**src/rtl/inst_buffer.sv**
```systemverilog
// rtl/inst_buffer.sv - ID-stage instruction buffer: captures IF fetches, splits 64-bit SRAM words, issues one instruction per cycle
module inst_buffer #(
  parameter int DEPTH    = 16,
  parameter int AW       = $clog2(DEPTH),
  parameter int STALL_TH = 6
) (
  input  logic          clk,
  input  logic          rst,
  input  logic          flush,
  input  logic          stall_id,
  input  logic [33:0]   if_to_id_bus,
  input  logic [63:0]   inst_sram_rdata,
  output logic          fifo_stall_req,
  output logic          id_valid,
  output logic [31:0]   id_pc,
  output logic [31:0]   id_inst,
  output logic [AW:0]   fifo_count,
  output logic          overflow_err
);

  typedef struct packed {
    logic        discard;
    logic        ce;
    logic [31:0] pc;
  } req_t;

  req_t          req_q, req_d;
  logic [AW-1:0] rptr_q, rptr_d;
  logic [AW-1:0] wptr_q, wptr_d;
  logic [AW:0]   count_q, count_d;
  logic          ovf_q, ovf_d;
  logic [31:0]   mem_pc_q   [DEPTH];
  logic [31:0]   mem_pc_d   [DEPTH];
  logic [31:0]   mem_inst_q [DEPTH];
  logic [31:0]   mem_inst_d [DEPTH];

  logic          pop;
  logic          push_req;
  logic          push_two;
  logic          push;
  logic          fits;
  logic [1:0]    push_n;
  logic [1:0]    push_cnt;
  logic [AW+1:0] free;
  logic [AW-1:0] wptr_nx;
  logic [AW:0]   space;

  assign id_valid = (count_q != '0) & ~flush;
  assign pop      = id_valid & ~stall_id;

  // The request captured last cycle is what the SRAM data now belongs to.
  assign push_req = req_q.ce & ~req_q.discard & ~flush;
  assign push_two = ~req_q.pc[2];
  assign push_n   = push_two ? 2'd2 : 2'd1;
  assign free     = (AW+2)'(DEPTH) - (AW+2)'(count_q) + (AW+2)'(pop);
  assign fits     = free >= (AW+2)'(push_n);
  assign push     = push_req & fits;
  assign push_cnt = push ? push_n : 2'd0;
  assign wptr_nx  = wptr_q + AW'(1);

  always_comb begin
    req_d      = if_to_id_bus;
    rptr_d     = rptr_q;
    wptr_d     = wptr_q;
    count_d    = count_q;
    ovf_d      = ovf_q | (push_req & ~fits);
    mem_pc_d   = mem_pc_q;
    mem_inst_d = mem_inst_q;

    if (push) begin
      mem_pc_d[wptr_q]   = req_q.pc;
      mem_inst_d[wptr_q] = push_two ? inst_sram_rdata[31:0] : inst_sram_rdata[63:32];
      if (push_two) begin
        mem_pc_d[wptr_nx]   = req_q.pc + 32'd4;
        mem_inst_d[wptr_nx] = inst_sram_rdata[63:32];
      end
      wptr_d = wptr_q + AW'(push_cnt);
    end
    if (pop) begin
      rptr_d = rptr_q + AW'(1);
    end
    count_d = count_q + (AW+1)'(push_cnt) - (AW+1)'(pop);

    if (flush) begin
      req_d   = '0;
      rptr_d  = '0;
      wptr_d  = '0;
      count_d = '0;
    end
  end

  always_ff @(posedge clk) begin
    if (rst) begin
      req_q   <= '0;
      rptr_q  <= '0;
      wptr_q  <= '0;
      count_q <= '0;
      ovf_q   <= 1'b0;
    end else begin
      req_q   <= req_d;
      rptr_q  <= rptr_d;
      wptr_q  <= wptr_d;
      count_q <= count_d;
      ovf_q   <= ovf_d;
    end
  end

  // Storage needs no reset: entries are only visible through count_q.
  always_ff @(posedge clk) begin
    mem_pc_q   <= mem_pc_d;
    mem_inst_q <= mem_inst_d;
  end

  assign id_pc        = id_valid ? mem_pc_q[rptr_q]   : 32'd0;
  assign id_inst      = id_valid ? mem_inst_q[rptr_q] : 32'd0;
  assign fifo_count   = count_q;
  assign overflow_err = ovf_q;

  assign space          = (AW+1)'(DEPTH) - count_q;
  assign fifo_stall_req = ~rst & (space <= (AW+1)'(STALL_TH));

endmodule

```
**config.mk**
```make
export PLATFORM = sky130hd
export DESIGN_NAME = inst_buffer
export DESIGN_NICKNAME = d
export VERILOG_FILES = /design/src/rtl/inst_buffer.sv
export SDC_FILE = /design/constraint.sdc
export NUM_CORES = 2
export LEC_CHECK = 0
export ABC_CLOCK_PERIOD_IN_PS = 56300
export BUFFER_PORTS_ARGS = -buffer_cell sky130_fd_sc_hd__buf_2
export CORE_MARGIN = 2
export CORE_UTILIZATION = 28
export CTS_BUF_LIST = sky130_fd_sc_hd__clkbuf_2 sky130_fd_sc_hd__clkbuf_4 sky130_fd_sc_hd__clkbuf_8
export DETAILED_ROUTE_END_ITERATION = 8
export PLACE_DENSITY_LB_ADDON = 0.08
export SYNTH_ARGS = -nofsm -noshare
export SYNTH_HDL_FRONTEND = slang
export SYNTH_SLANG_ARGS = --single-unit
export TNS_END_PERCENT = 5
```
**constraint.sdc**
```tcl
create_clock -name clk -period 56.3 [get_ports clk]
set_input_delay 11.26 -clock clk [delete_from_list [all_inputs] [get_ports clk]]
set_output_delay 11.26 -clock clk [all_outputs]
set_load 0.005 [all_outputs]
```
# [Yosys cells after proc, flatten, opt, wreduce, memory -nomap -nowiden]
# Index checks and enable logic that the tools add are counted.
[word_totals] regBits=1072 latch_bits=0 mem_bits_rw=0 mem_bits_ro=0 inputBits=102 out_inout_bits=72 wordCells=96 mem_count=0
[classes] n_addsub=9 mul=0 div=0 order_cmp=7 n_eq_ne=0 n_shift=0 muxes=21 bitwise=16 reduce_logical=4
[op_table] cell="bitwise mux 512 bit" count=4
[op_table] cell="two-way mux 512 bit" count=2
[op_table] cell="two-way mux 32 bit" count=9
[op_table] cell="binary-select mux 32 bit (select 4 bit)" count=2
[op_table] cell="demux 32 bit (select 4 bit)" count=2
[op_table] cell="adder 32 x 3 -> 32 bit (second input constant)" count=1
[op_table] cell="greater-or-equal comparator 5 bit (second input constant)" count=3
[op_table] cell="NOT 4 -> 5 bit" count=3
[op_table] cell="< comparator 5 x 1 -> 1 bit (second input constant)" count=2
[op_table] cell="adder 4 x 1 -> 4 bit (second input constant)" count=2
[op_table] cell="bitwise AND 1 bit" count=7
[op_table] cell="adder 6 x 1 -> 6 bit" count=1
[op_table] cell="greater-or-equal comparator 6 x 2 -> 1 bit" count=1
[op_table] cell="subtractor 5 x 5 -> 6 bit (first input constant)" count=1
[op_table] cell="adder 5 x 2 -> 5 bit" count=1
[op_table] cell="<= comparator 5 x 3 -> 1 bit (second input constant)" count=1
[op_table] cell="NOT 1 bit" count=5
[op_table] cell="nonzero test 5 bit" count=1
[op_table] cell="subtractor 5 x 1 -> 5 bit" count=1
[op_table] cell="subtractor 5 bit (first input constant)" count=1
[op_table] cell="adder 4 x 2 -> 4 bit" count=1
[op_table] cell="two-way mux 2 bit" count=2
[op_table] cell="logical AND 1 bit" count=2
[op_table] cell="OR reduction 2 bit" count=1
[op_table] cell="bitwise OR 1 bit" count=1

# [Logic depth before layout (Yosys ltp)]
[logic_depth] ltp_word=9 ltp_mapped=23 mapped_depth_nobuf=22

# [Worst setup path before layout]
# No wires, ideal clock.
[synth_path] path_kind="input-to-reg" start="input port flush" end="register wptr_q[2]" setup_time_ns=0.201 t_arrival_ns=44.207 required_ns=56.099 setup_slack_ns=11.892 cell_stages=13 path_buffers=0 path_cell_list="nor3_1 inv_1 ha_1 inv_1 ha_1 ha_1 a211oi_1 o22ai_2 nand2b_1 fa_1 inv_1 a21oi_1 a31o_2"
[synth_via] elab_chain_cells=8 word_cells_on_any_way=10 classes_between="add/sub: 2; order compare: 1; mux: 1; bitwise: 5; reduce/logical: 1"
[synth_rtl] element="from (decl)" line_no="9" source="input logic flush,"
[synth_rtl] element="NOT 1 bit" line_no="48, 52"
[synth_rtl] element="bitwise AND 1 bit" line_no="48" source="assign id_valid = (count_q != '0) & ~flush;"
[synth_rtl] element="bitwise AND 1 bit" line_no="49" source="assign pop = id_valid & ~stall_id;"
[synth_rtl] element="adder 6 x 1 -> 6 bit" line_no="55" source="assign free = (AW+2)'(DEPTH) - (AW+2)'(count_q) + (AW+2)'(pop);"
[synth_rtl] element="greater-or-equal comparator 6 x 2 -> 1 bit" line_no="56" source="assign fits = free >= (AW+2)'(push_n);"
[synth_rtl] element="bitwise AND 1 bit" line_no="57" source="assign push = push_req & fits;"
[synth_rtl] element="two-way mux 2 bit" line_no="58" source="assign push_cnt = push ? push_n : 2'd0;"
[synth_rtl] element="adder 4 x 2 -> 4 bit" line_no="77" source="wptr_d = wptr_q + AW'(push_cnt);"
[synth_rtl] element="to (signal assigned)" line_no="102" source="wptr_q <= wptr_d;"
[synth_rtl] element="to (decl)" line_no="29" source="logic [AW-1:0] wptr_q, wptr_d;"
# Several ways; a longest one is shown, not always the timed one.
# A chain may end at the register's enable or synchronous reset.

# [Worst setup path after layout]
[layout_path] start="input port flush" end="output port id_inst[29]"
[layout_via] elab_chain_cells=3
[layout_rtl] element="NOT 1 bit" line_no="48"
[layout_rtl] element="bitwise AND 1 bit" line_no="48"
[layout_rtl] element="two-way mux 32 bit" line_no="115" source="assign id_inst = id_valid ? mem_inst_q[rptr_q] : 32'd0;"
[layout_rtl] element="to (decl)" line_no="16" source="output logic [31:0] id_inst,"
# No other way between the ends.

==> flow_summary.toml <==
[status]
outcome = "finished, final reports clean"

[detailed_routing]
vias = 45571
viasPerCell = 5.40
drc = 0
ant_nets = 0
first_pass_iters = 6
drtIter0Drc = 4641
routed_wl_um = 242000
wl_per_cell_um = 28.7

[worst_setup_path]
start_kind = "input pin"
cp-startpoint = "flush"
crit_arrival_ps = 12620
timing.rr.start = "fifo_count[2]$_SDFF_PP0_"
crit_path_end_kind = "primary output"
critPathKind = "in2out"
required_ps = 45040
critPathMaxFanout = 65

[place]
place_worst_setup_slack_ps = 32310
port_buffers = 173
gp_congestion = 0.764
dp_hpwl_um = 127000
dpl_cell_area_um2 = 64100

[global_route]
grtUsageMet3 = 0.0342
grt-busiest-layer = "met2"
grt_pass1_wl_um = 345000
grt_pass1_vias = 44309
grt_max_degree = 167
grtUsageMet2 = 0.339
track_usage = 0.214
antenna_found_initial = 13
use_met1 = 0.304
grt_overflow = 0

[clock_tree]
cts_tree = "built"
ctsHoldBuffers = 0
clkTransAtPathRegs_ps = 60
cts.sink_count = 1072
clk_latency_ps = 1010
clk_path_buf_depth = 3
cts_resized = 0
htreeDepth = 4
cts_setup_buffers = 0
cts_root_buffer = "clkbuf_8"
cts_buffers = 211

[synthesis]
async_flop_share = 0
synthesis.area_um2 = 60700
synth_cells = 5506
synth-edff-count = 1024
yosysUniqueCellTypes = 71
ys_seq_elements = 1072
ys.flop_type = "edfxtp_1"
synth_nets = 5629
yosysSeqAreaShare = 0.523
synth.avg_cell_area_um2 = 11.0
yosys_warnings = 0

[layout]
seq_area_um2 = 31700
final_area_um2 = 68300
multi_input_comb_area_um2 = 26700
final_nets = 5542
drive_gt1_frac = 0.235
utilization = 0.317
filler_cell_count = 21651
area_delta_synth_final_pct = 12.5

[sta]
hold-worst-slack_ps = 452
period_needed_ps = 23880
setup_slack_ps = 32420
finalSetupViolations = 0
fin_crit_sh = 0.424
maxSlewHeadroom = 0.126
timing_hold_violations_final = 0
skew_ps = 62.4
fmax_mhz = 41.9
rsz0062_at_grt = "false"
fin_setup_tns_ps = 0
worst_pin_slew_ps = 1300
slew_viol_final = 0

[floorplan]
die_h_um = 469
die_x_um = 469
start_util = 0.282
rows = 170
io-pin-count = 174
core_area_um2 = 215000
die_area_um2 = 220000

[pwr]
power_density_nw_per_um2 = 28.7
p_leak_nw = 20.5
ir_drop_mv = 0.0297

[min_path]
hold_path.class = "reg2reg"
hold_path.startpoint = "overflow_err$_SDFF_PP0_"

[run]
drv_cap = 0
==> stage by stage <==
stage          total power [mW]  instances
3_3_place_gp               1.16       8044
2_1_floorplan              1.15       5506
5_1_grt                    2.05       8434
3_5_place_dp               1.17       8044
4_1_cts                    1.99       8433
6_report                   1.96       8435
==> cell type report <==
type / count / area share
flip-flops and latches: 1072 / 0.465
multi-input cells: 3794 / 0.392
clock buffers: 308 / 0.0541
well taps: 2838 / 0.0520
repair buffers: 315 / 0.0290
clock inverters: 81 / 0.00704
inverters: 25 / 0.00137
diodes: 2 / 0.0000733
==> per-layer routing <==
layer | wire [um] | up-vias
met3 | 14900 | 312
met2 | 112000 | 1610
met1 | 110000 | 23287
li1 | - | 20354
met5 | 49 | -
met4 | 4980 | 8
==> flip-flops by register name, summed over array words and instances (netlist names) <==
name / cells
req_q: 34
rptr_q: 4
fifo_count: 5
overflow_err: 1
mem_inst_q: 512
mem_pc_q: 512
wptr_q: 4
==> final timing paths <==
| kind | end | slack (ps) | depth (start not counted) |
|---|---|---|---|
| max | id_inst[29] | 32420 | 5 |
| min | overflow_err$_SDFF_PP0_ | 450 | 2 |
| max reg2reg | mem_pc_q[417]$_DFFE_PN_ | 48150 | 17 |
| min reg2reg | overflow_err$_SDFF_PP0_ | 450 | 2 |
==> cells in the mapped netlist (15+ instances only) <==
master | instances | area (um2)
a211oi_1 | 66 | 495
a21o_1 | 34 | 255
a21oi_1 | 584 | 2920
a221oi_1 | 73 | 639
a31oi_1 | 17 | 106
and2_1 | 106 | 663
and3_1 | 34 | 213
buf_1 | 62 | 233
buf_2 | 139 | 696
clkbuf_1 | 402 | 1510
dfxtp_1 | 48 | 961
edfxtp_1 | 1024 | 30700
ha_1 | 19 | 238
inv_1 | 21 | 78.8
mux2_2 | 242 | 2730
mux2i_1 | 66 | 661
mux4_2 | 320 | 7210
nand2_1 | 684 | 2570
nor2_1 | 717 | 2690
o211ai_1 | 32 | 240
o21ai_0 | 585 | 2930
o21ai_2 | 15 | 131
o221a_2 | 15 | 169
o22ai_1 | 64 | 400
o31a_1 | 16 | 140
==> logic make-up after synthesis <==
| logic type | count (synthesis) | synth area share |
|---|---|---|
| AOI/OAI and AO/OA | 1517 | 0.141 |
| xor gates and xnor gates | 13 | 0.00188 |
| adders and majority gates | 21 | 0.00458 |
| buffers and inverters | 640 | 0.0432 |
| DFF | 1072 | 0.523 |
| muxes | 629 | 0.175 |
| and+or+nand+nor | 1614 | 0.111 |
==> cells in the final DEF, fill, tap and decap left out, types with 5 or more instances in the layout <==
cell type	instances
edfxtp_1	1024
nor2_1	699
nand2_1	683
o21ai_0	585
a21oi_1	584
mux4_2	320
mux2_2	242
clkbuf_8	221
buf_2	173
buf_4	138
and2_1	106
clkbuf_4	87
a221oi_1	73
a211oi_1	66
o22ai_1	64
mux2i_1	56
clkinv_1	52
dfxtp_1	43
and3_1	34
a21o_1	34
o211ai_1	32
inv_1	21
clkinv_2	20
nor2_4	19
ha_1	19
a31oi_1	17
o21ai_4	16
o31a_1	16
o221a_2	15
mux2i_2	10
nand4_1	7
xor2_1	7
o2bb2ai_1	7
nand2b_1	6
xnor2_1	6
nand3_1	5
dfxtp_4	5
==> critical path, stage by stage <==
cell and delay, ps:
buf_2 150, nor2_4 80, buf_4 640, and2_1 250, buf_2 120
==> power by group <==
part | total (mW) | leakage [nW] | switching [mW] | internal (mW)
registers | 0.946 | 8.84 | 0.0229 | 0.923
clock network | 0.817 | 2.23 | 0.380 | 0.437
logic | 0.199 | 9.44 | 0.120 | 0.0790
total | 1.96 | 20.5 | 0.523 | 1.44
No activity file was read; power rests on OpenSTA's default activity.
